==> config.mk <==
export PLATFORM = sky130hd
export DESIGN_NAME = aload_seq
export DESIGN_NICKNAME = d
export VERILOG_FILES = /design/src/rtl/aload_pkg.sv /design/src/rtl/aload_cnt.sv /design/src/rtl/aload_seq.sv
export SDC_FILE = /design/constraint.sdc
export NUM_CORES = 1
export LEC_CHECK = 0
export CAP_MARGIN = 5
export CORE_MARGIN = 8
export CORE_UTILIZATION = 40
export CTS_BUF_LIST = sky130_fd_sc_hd__clkbuf_8 sky130_fd_sc_hd__clkbuf_16
export CTS_CLUSTER_DIAMETER = 50
export DETAILED_ROUTE_END_ITERATION = 12
export PLACE_DENSITY = 0.83
export SLEW_MARGIN = 20
export SYNTH_ARGS = -nofsm -noshare
export SYNTH_HDL_FRONTEND = slang
export SYNTH_SLANG_ARGS = --single-unit
==> constraint.sdc <==
create_clock -name clk -period 4.2 [get_ports clk]
set_input_delay 0.42 -clock clk [delete_from_list [all_inputs] [get_ports clk]]
set_output_delay 0.42 -clock clk [all_outputs]
set_load 0.02 [all_outputs]
==> src/rtl/aload_pkg.sv <==
// rtl/aload_pkg.sv - shared state type and counter sizing for the async-load sequencer
package aload_pkg;

  typedef enum logic [2:0] {
    IDLE,
    SETUP,
    ASSERT,
    RELEASE,
    CHECK,
    DONE
  } aload_state_t;

  // One counter times both ASSERT and RELEASE, so it is sized for the longer of the two.
  function automatic int cnt_width(input int hold, input int settle);
    int longest;
    longest = (hold > settle) ? hold : settle;
    return (longest < 1) ? 1 : $clog2(longest + 1);
  endfunction

endpackage

==> src/rtl/aload_cnt.sv <==
// rtl/aload_cnt.sv - loadable non-wrapping down-counter with a zero flag
module aload_cnt
  import aload_pkg::*;
#(
  parameter int W = 2
) (
  input  logic         clk,
  input  logic         arst,
  input  logic         load,
  input  logic [W-1:0] load_val,
  input  logic         dec,
  output logic         zero
);

  logic [W-1:0] count;

  // Load has priority; decrement saturates at zero.
  always_ff @(posedge clk or posedge arst) begin
    if (arst) begin
      count <= '0;
    end else if (load) begin
      count <= load_val;
    end else if (dec && (count != '0)) begin
      count <= count - W'(1);
    end
  end

  assign zero = (count == '0);

endmodule

==> src/rtl/aload_seq.sv <==
// rtl/aload_seq.sv - sequencer pulsing the async-load pins of a register bank
// Optional readback checker enabled with macro ALOAD_SEQ_CHECK_EN.
module aload_seq
  import aload_pkg::*;
#(
  parameter int WIDTH  = 8,
  parameter int HOLD   = 2,
  parameter int SETTLE = 2
) (
  input  logic             clk,
  input  logic             arst,
  input  logic             req_valid,
  output logic             req_ready,
  input  logic [WIDTH-1:0] req_value,
  output logic             ld,
  output logic [WIDTH-1:0] ld_val,
  input  logic [WIDTH-1:0] fb_q,
  output logic             busy,
  output logic             done_valid,
  output logic             done_ok
);

  localparam int            CW        = cnt_width(HOLD, SETTLE);
  localparam logic [CW-1:0] HOLD_LD   = CW'(HOLD - 1);
  localparam logic [CW-1:0] SETTLE_LD = CW'(SETTLE - 1);

  aload_state_t  state;
  aload_state_t  state_nx;
  logic          accept;
  logic          cnt_load;
  logic          cnt_dec;
  logic          cnt_zero;
  logic [CW-1:0] cnt_val;

  aload_cnt #(
    .W (CW)
  ) u_cnt (
    .clk      (clk),
    .arst     (arst),
    .load     (cnt_load),
    .load_val (cnt_val),
    .dec      (cnt_dec),
    .zero     (cnt_zero)
  );

  assign accept = req_valid && req_ready;

  always_ff @(posedge clk or posedge arst) begin
    if (arst) begin
      state <= IDLE;
    end else begin
      state <= state_nx;
    end
  end

  always_comb begin
    state_nx = state;
    case (state)
      IDLE:    if (accept) state_nx = SETUP;
      SETUP:   state_nx = ASSERT;
      ASSERT:  if (cnt_zero) state_nx = RELEASE;
`ifdef ALOAD_SEQ_CHECK_EN
      RELEASE: if (cnt_zero) state_nx = CHECK;
`else
      RELEASE: if (cnt_zero) state_nx = DONE;
`endif
      CHECK:   state_nx = DONE;
      DONE:    state_nx = IDLE;
      default: state_nx = IDLE;
    endcase
  end

  // The counter is reloaded on the last ASSERT cycle so RELEASE starts with SETTLE-1.
  always_comb begin
    req_ready  = 1'b0;
    busy       = 1'b1;
    done_valid = 1'b0;
    cnt_load   = 1'b0;
    cnt_dec    = 1'b0;
    cnt_val    = HOLD_LD;
    case (state)
      IDLE: begin
        req_ready = !arst;
        busy      = 1'b0;
      end
      SETUP: cnt_load = 1'b1;
      ASSERT: begin
        if (cnt_zero) begin
          cnt_load = 1'b1;
          cnt_val  = SETTLE_LD;
        end else begin
          cnt_dec = 1'b1;
        end
      end
      RELEASE: cnt_dec = 1'b1;
      DONE:    done_valid = 1'b1;
      default: ;
    endcase
  end

  // ld comes straight from a flop so no decode glitch can reach the async pin.
  always_ff @(posedge clk or posedge arst) begin
    if (arst) begin
      ld     <= 1'b0;
      ld_val <= '0;
    end else begin
      ld <= (state_nx == ASSERT);
      if (accept) begin
        ld_val <= req_value;
      end
    end
  end

`ifdef ALOAD_SEQ_CHECK_EN
  always_ff @(posedge clk or posedge arst) begin
    if (arst) begin
      done_ok <= 1'b0;
    end else if (state == CHECK) begin
      done_ok <= (fb_q == ld_val);
    end
  end
`else
  logic unused_fb;

  assign done_ok   = 1'b1;
  assign unused_fb = ^fb_q;
`endif

endmodule

* Word level (Yosys, flattened, before mapping)
Index checks and enable logic that the tools add are counted.
Storage, ports and cells: register bits 14, word-level logic and storage cells 31
Cells by class: $add $sub $neg 1, eq/ne operators 6, muxes and demuxes 13, reductions and logical operators 7
Operator list (count):
- 3-bit one-hot mux with 5 select lines | 1
- 3-bit by 2-bit == test with 1-bit output, second input constant | 3
- 3-bit 2-to-1 mux | 3
- 3-bit == test, second input constant | 2
- 1-bit 2-to-1 mux | 5
- 2-bit 2-to-1 mux | 2
- 1-bit one-hot mux with 2 select lines | 2
- 2-bit nonzero test | 2
- 3-bit by 1-bit == test with 1-bit output, second input constant | 1
- 3-bit logical NOT | 1
- 1-bit logical AND | 2
- 2-bit logical NOT | 1
- 2-bit by 1-bit subtractor with 2-bit output, second input constant | 1
- 1-bit logical NOT | 1

* Logic depth before layout (Yosys ltp)
word-level depth 6, mapped depth 5, depth with buffers taken out 5

* Modules after synthesis
A second synthesis with hierarchy kept.
Unflattened totals: cells, all modules 57, area, all modules 661.9 µm²
Modules (own cells, without submodules):
- aload_seq | times used 1, cells each 44, area an instance 526.8 µm²
- aload_cnt | times used 1, cells each 13, area an instance 135.1 µm²

* Worst setup path after synthesis
Ideal clock, no wire load.
path kind register -> register, start point register state[2], end point register ld_val[0], setup time 0.125 ns, data arrival time 1.347 ns, path slack 2.728 ns, stages on the path, launching flop included 4, clock period less this slack 1.472 ns, cells stage by stage dfrtp_1 -> nor4_4 -> nand2_4 -> mux2_2
On the way: longest elaborated chain between the ends 3
RTL lines:
- from (decl) | RTL line aload_seq.sv:27 | aload_state_t state;
- from (signal assigned) | RTL line aload_seq.sv:52 | state <= state_nx;
- 3-bit logical NOT | RTL line aload_seq.sv:81 | case (state)
- 1-bit 2-to-1 mux | RTL line aload_seq.sv:81
- net req_ready | RTL line aload_seq.sv:13 | output logic req_ready,
- 1-bit logical AND | RTL line aload_seq.sv:46 | assign accept = req_valid && req_ready;
- to (signal assigned) | RTL line aload_seq.sv:109 | ld_val <= req_value;
- to (decl) | RTL line aload_seq.sv:16 | output logic [WIDTH-1:0] ld_val,
The timed path passes the listed nets, and every way through them passes these cells. A chain may end at the register's enable or synchronous reset.

* Worst setup path in the final report
start point input arst, end point output req_ready
On the way: longest elaborated chain between the ends 2
RTL lines:
- from (decl) | RTL line aload_seq.sv:11 | input logic arst,
- 1-bit logical NOT (no source line)
- 1-bit 2-to-1 mux | RTL line aload_seq.sv:81
- to (decl) | RTL line aload_seq.sv:13
No other way between the ends.

==> results.md <==
* Setup TNS at 0 ps
* Final Setup Violations at 0
* Seq/Total Area, Yosys at 55.89%
* DRC viols at 0
* Final Hold Viols at 0
* Max-cap violations at 0
* Hold_sp: u_cnt.count[1]
* Number of antenna repair diodes at 0
* Via/cell ratio at 5.213
* Drt wl/cell at 17.07 um
* IO Pins at 32
* Final wirelength at 1519 um
* Sink Count at 14
* Number of H-tree levels at 1
* Core Rows at 14
* Slowest CP cell: clkdlybuf4s50_1
* Post-route ant nets at 0
* CP endpoint kind: output pin
* Clk buf depth at 2
* Clock latency on the worst-skew pair at 240 ps
* Most frequent cells in the layout: 22 x clkdlybuf4s50_1, 14 x dfrtp_1, 8 x mux2_2, 4 x clkbuf_8
* RePlAce Congestion at 0.7465
* Hold Buf Count CTS at 0
* Netlist cell types at 23
* Commonest non-fill, non-tap cell in the layout: clkdlybuf4s50_1
* Fin cells at 89
* # port buffers at 22
* Synthesized cell area at 626.9 um^2
* Type of the most critical hold path: flip-flop to flip-flop
* Post-Route Hold Slack at 503.3 ps
* Run status: completed
* GR Overflow Total at 0
* R2R Setup Slk at 2760 ps
* Data arrival time of the worst path at 1920 ps
* CTS tree: built
* Final WS setup at 1864 ps
* Clock transition at path regs at 60 ps
* Largest net degree at the start of global routing at 15
* Max Freq at 428.0 MHz
* Initial DRC count at 3
* Final net count at 94
* Placed insts at 85
* Synth top area cells: dfrtp_1 56%, mux2_2 14%, nor4_4 3.4%
* Reg-to-reg endpoint: ld_val[0]
* Utilization after layout at 61.09%
* Minimum clock period at 2336 ps
* Relative slew slack at 63.74%
* Layout cells sized above 1 at 21.92%
* Chip width at 55.59 um
* CTS buffer count at 3
* Synth warnings at 0
* CP cell instances: clkdlybuf4s50_1 > nor4_4 > clkdlybuf4s50_1
* Fin crit share at 55.63%
* DRT Pass-1 Iters at 4
* Peak supply drop at 0.3721 mV
* First-pass GRT wire length at 2394 um
* Leak Pwr at 0.4076 nW
* Via count of the routed design at 464
* Core area at 0.001489 mm^2
* Starting Density at 42.10%
* Net Count, Synth at 69
* GRT Overall Usage at 9.688%
* Cell family with most CP delay: buffers and inverters
* Cell taking the most area after synthesis: dfrtp_1
* Measured slew at the worst slew-check pin at 543.4 ps
* Clock skew at 1.113 ps
* Initial antenna violation count at 0
* RSZ-0062 raised after global routing: no
* Synthesized flop and latch total at 14
* Chip height at 55.59 um
* PnR Total Power at 0.7371 mW
* Critical path launch point type: primary input
* Post-synthesis average cell area at 12.79 um^2
* Dpl cell area at 854.6 um^2
* Power density over the cells at 810.3 mW/mm^2
* Worst R2R Path Depth at 3
* Data required time of the critical path at 3780 ps
* DP HPWL at 1144 um
* Vias in the first global route at 476
* Pre-CTS WS at 1838 ps
* CP max stage delay at 670 ps
* CP Max Fanout at 2
* Max Slew Vio Count at 0
* Post-CTS sizing at 0
* Post-route cell area at 909.6 um^2
* Post-CTS setup buffer count at 0
* WP buf/inv at 2
* Worst reg2reg path startpoint: state[2]
* Area grow syn2layout at 45.11%
* Clock root buffer: clkbuf_8
* Kind of critical path: primary input to output pin
* Synthesized netlist cell count at 49
* Most frequent CP cell: clkdlybuf4s50_1
* Die area at 0.003090 mm^2
* Area share of the largest cell type after synthesis at 55.89%
* Hold depth at 1
* Hold Path End: u_cnt.count[1]
==> area by class of cell <==
class / count / area [um^2]
tap: 16 / 20.02
fill: 125 / 579.3
multi-input combinational: 30 / 252.7
clock buffer: 4 / 55.05
inverter: 3 / 11.26
sequential: 14 / 350.3
timing repair buffer: 22 / 220.2
==> routing by layer <==
metal / vias to the layer above / part of all wire, % / global-route usage, %
met4: 0 / 1.2 / 4.225
met2: 18 / 55 / 17.31
li1: 216 / - / -
met1: 228 / 37 / 9.664
met3: 2 / 7.0 / 3.653
met5: - / 0 / 0
==> registers in the layout (all words and copies together), names as in the netlist <==
| name | count |
|---|---|
| ld | 1 |
| ld_val | 8 |
| state | 3 |
| u_cnt.count | 2 |
==> Yosys cell counts <==
master     n
a22o_1     1
a22oi_1    1
a31oi_1    1
and3b_1    1
buf_2      1
buf_4      1
conb_1     1
dfrtp_1   14
ha_1       1
inv_1      3
mux2_2     8
mux2i_1    1
nand2_1    2
nand2_4    1
nand2b_1   1
nor2_1     3
nor4_4     1
o211ai_1   1
o21ai_0    2
o32ai_1    1
or2_2      1
or3_1      1
or3b_2     1
==> report_power, final <==
part | switching, mW | total (mW) | internal, mW
Combinational | 0.160 | 0.343 | 0.183
Sequential | 0.0613 | 0.262 | 0.201
Clock | 0.0488 | 0.132 | 0.0830
==> worst max path at each step <==
stage	from	to	slack, ps	cells after the start
floorplan	state[2]	ld_val[0]	2730	3
global placement	arst	req_ready	1880	3
detailed placement	arst	req_ready	1840	3
CTS	arst	req_ready	1840	3
global route	arst	req_ready	1800	3
finish	arst	req_ready	1860	3
==> logic make-up (layout without fill, tap and decap cells) <==
family | after synthesis | count (layout) | share of synthesized area [%]
adders and majority gates | 1 | 1 | 1.996
AOI/OAI and AO/OA | 7 | 7 | 7.787
muxes | 9 | 9 | 15.97
other | 1 | 1 | 0.5982
DFF | 14 | 14 | 55.89
and+or+nand+nor | 12 | 12 | 13.97
buffers and inverters | 5 | 29 | 3.792
Power figures use the tool's default switching activity.
==> variant, RTL diff (config.mk and constraints unchanged) <==
`SETTLE`: 2 -> 4.
--- a/src/rtl/aload_seq.sv
+++ b/src/rtl/aload_seq.sv
@@ -5,7 +5,7 @@
 #(
   parameter int WIDTH  = 8,
   parameter int HOLD   = 2,
-  parameter int SETTLE = 2
+  parameter int SETTLE = 4
 ) (
   input  logic             clk,
   input  logic             arst,
Formal check against the unedited RTL: not equivalent (Yosys sat finds a counterexample within 10 cycles, from zero or initial values and one cycle with arst high).
==> variant against the unedited design <==
- routed wire length rose by 11%
- design area is 12% higher
- sequential cell count grew 1
- worst setup slack better by 0.13 ns
- register-to-register slack got worse by 0.06 ns
- die area is 13% higher
- largest cell class unchanged
- critical endpoint unchanged
- synthesized area increased by 19%
- total power rose by 3.7%
- sequential share of layout area is 1.7 points lower
- global-route usage up 0.17 points
- via count increased by 14%
==> variant: results <==
metrics = {
    "sta": {
        "achievable-frequency_mhz": 453.8,
        "holdWs_ns": 0.5084,
        "worst_pin_slew_ns": 0.5703,
        "clock-skew-final_ns": 0.007007,
    },
    "grt": {
        "grt_first_pass_wirelength_um": 2511,
        "met1_usage": 0.1111,
        "grtUsageMet3": 0.03688,
        "track_usage": 0.09858,
        "grt_max_degree": 16,
        "grt_pass1_vias": 560,
    },
    "setup_path": {
        "reg2reg_slack_ns": 2.70,
        "worstPathArrival_ns": 1.78,
        "worstPathMaxFanout": 10,
    },
    "detailed_routing": {
        "dr_wl_met2_um": 819,
        "wl_met3_um": 103,
        "routed.top_layer": "met4",
        "dr.first_iter.drc_count": 15,
        "routed_wl_um": 1688,
        "avgViaCountPerCell": 4.791,
    },
    "cells_and_area": {
        "bufAreaShareNonClock": 0.2157,
        "nClkBuffers": 3,
        "fillers": 153,
        "final_cells": 110,
        "layout.comb_gates.multi_input": 39,
        "clock_area_frac": 0.04534,
        "multi_input_area_share": 0.3223,
        "drive_gt1_frac": 0.1647,
        "layout.non_clock_inverters": 5,
        "sh_seq_area": 0.3676,
    },
    "synthesis": {
        "synthAdderAreaFrac": 0.03350,
        "synth_cell_types": 25,
        "synthesis.nets": 83,
        "syn_inst": 62,
        "ys.warnings.count": 0,
        "synth-compound-area-share": 0.08543,
        "synth_seq_cells": 15,
        "yosysSeqAreaShare": 0.5025,
        "ys_top_cells_by_area": "dfrtp_1 50%, mux2_4 16%, ha_1 3.4%, nor4_4 2.8%, inv_1 2.5%",
        "synth_commonest_cells": "15 x dfrtp_1, 8 x mux2_4, 5 x inv_1",
    },
    "clocking": {
        "post_cts_buffers": 0,
        "cts_buffers": 3,
    },
    "power": {
        "leakage_nw": 0.4767,
        "ir_drop_mv": 0.3523,
    },
    "place": {
        "pre_cts_ws_ns": 2.010,
        "gp_congestion": 0.8355,
        "dp_hpwl_um": 1247,
        "io_buffers": 22,
    },
    "run_status": {
        "outcome": "completed",
    },
}
[variant: metrics by stage]
step	instance area (um2)	utilization
2_1_floorplan	747.0	-
3_3_place_gp	974.7	0.5584
3_5_place_dp	974.7	0.5584
4_1_cts	1021	0.5849
5_1_grt	1021	0.5849
6_report	1021	0.5849
[variant: path summary, 6_finish.rpt]
check                           startpoint             end  cells after the start
worst min register to register   ld_val[4]       ld_val[4]                      1
min in group asynchronous             arst  u_cnt.count[2]                      2
worst min-delay path             ld_val[4]       ld_val[4]                      1
max in group asynchronous             arst        state[2]                      2
worst max register to register    state[1]       ld_val[2]                      3
worst max-delay path              state[1]       req_ready                      2
[variant: where the power goes]
part           switching [mW]  internal, mW  total, mW
sequential             0.0617         0.214      0.275
clock                  0.0499        0.0657      0.116
combinational           0.172         0.202      0.374
total                   0.283         0.481      0.765
[variant: worst register-to-register path: cells and delay by family (launching register included)]
kind / cells / cell delay [ns]
AND/OR/NAND/NOR: 2 / 0.55
flip-flops: 1 / 0.50
multiplexers: 1 / 0.33
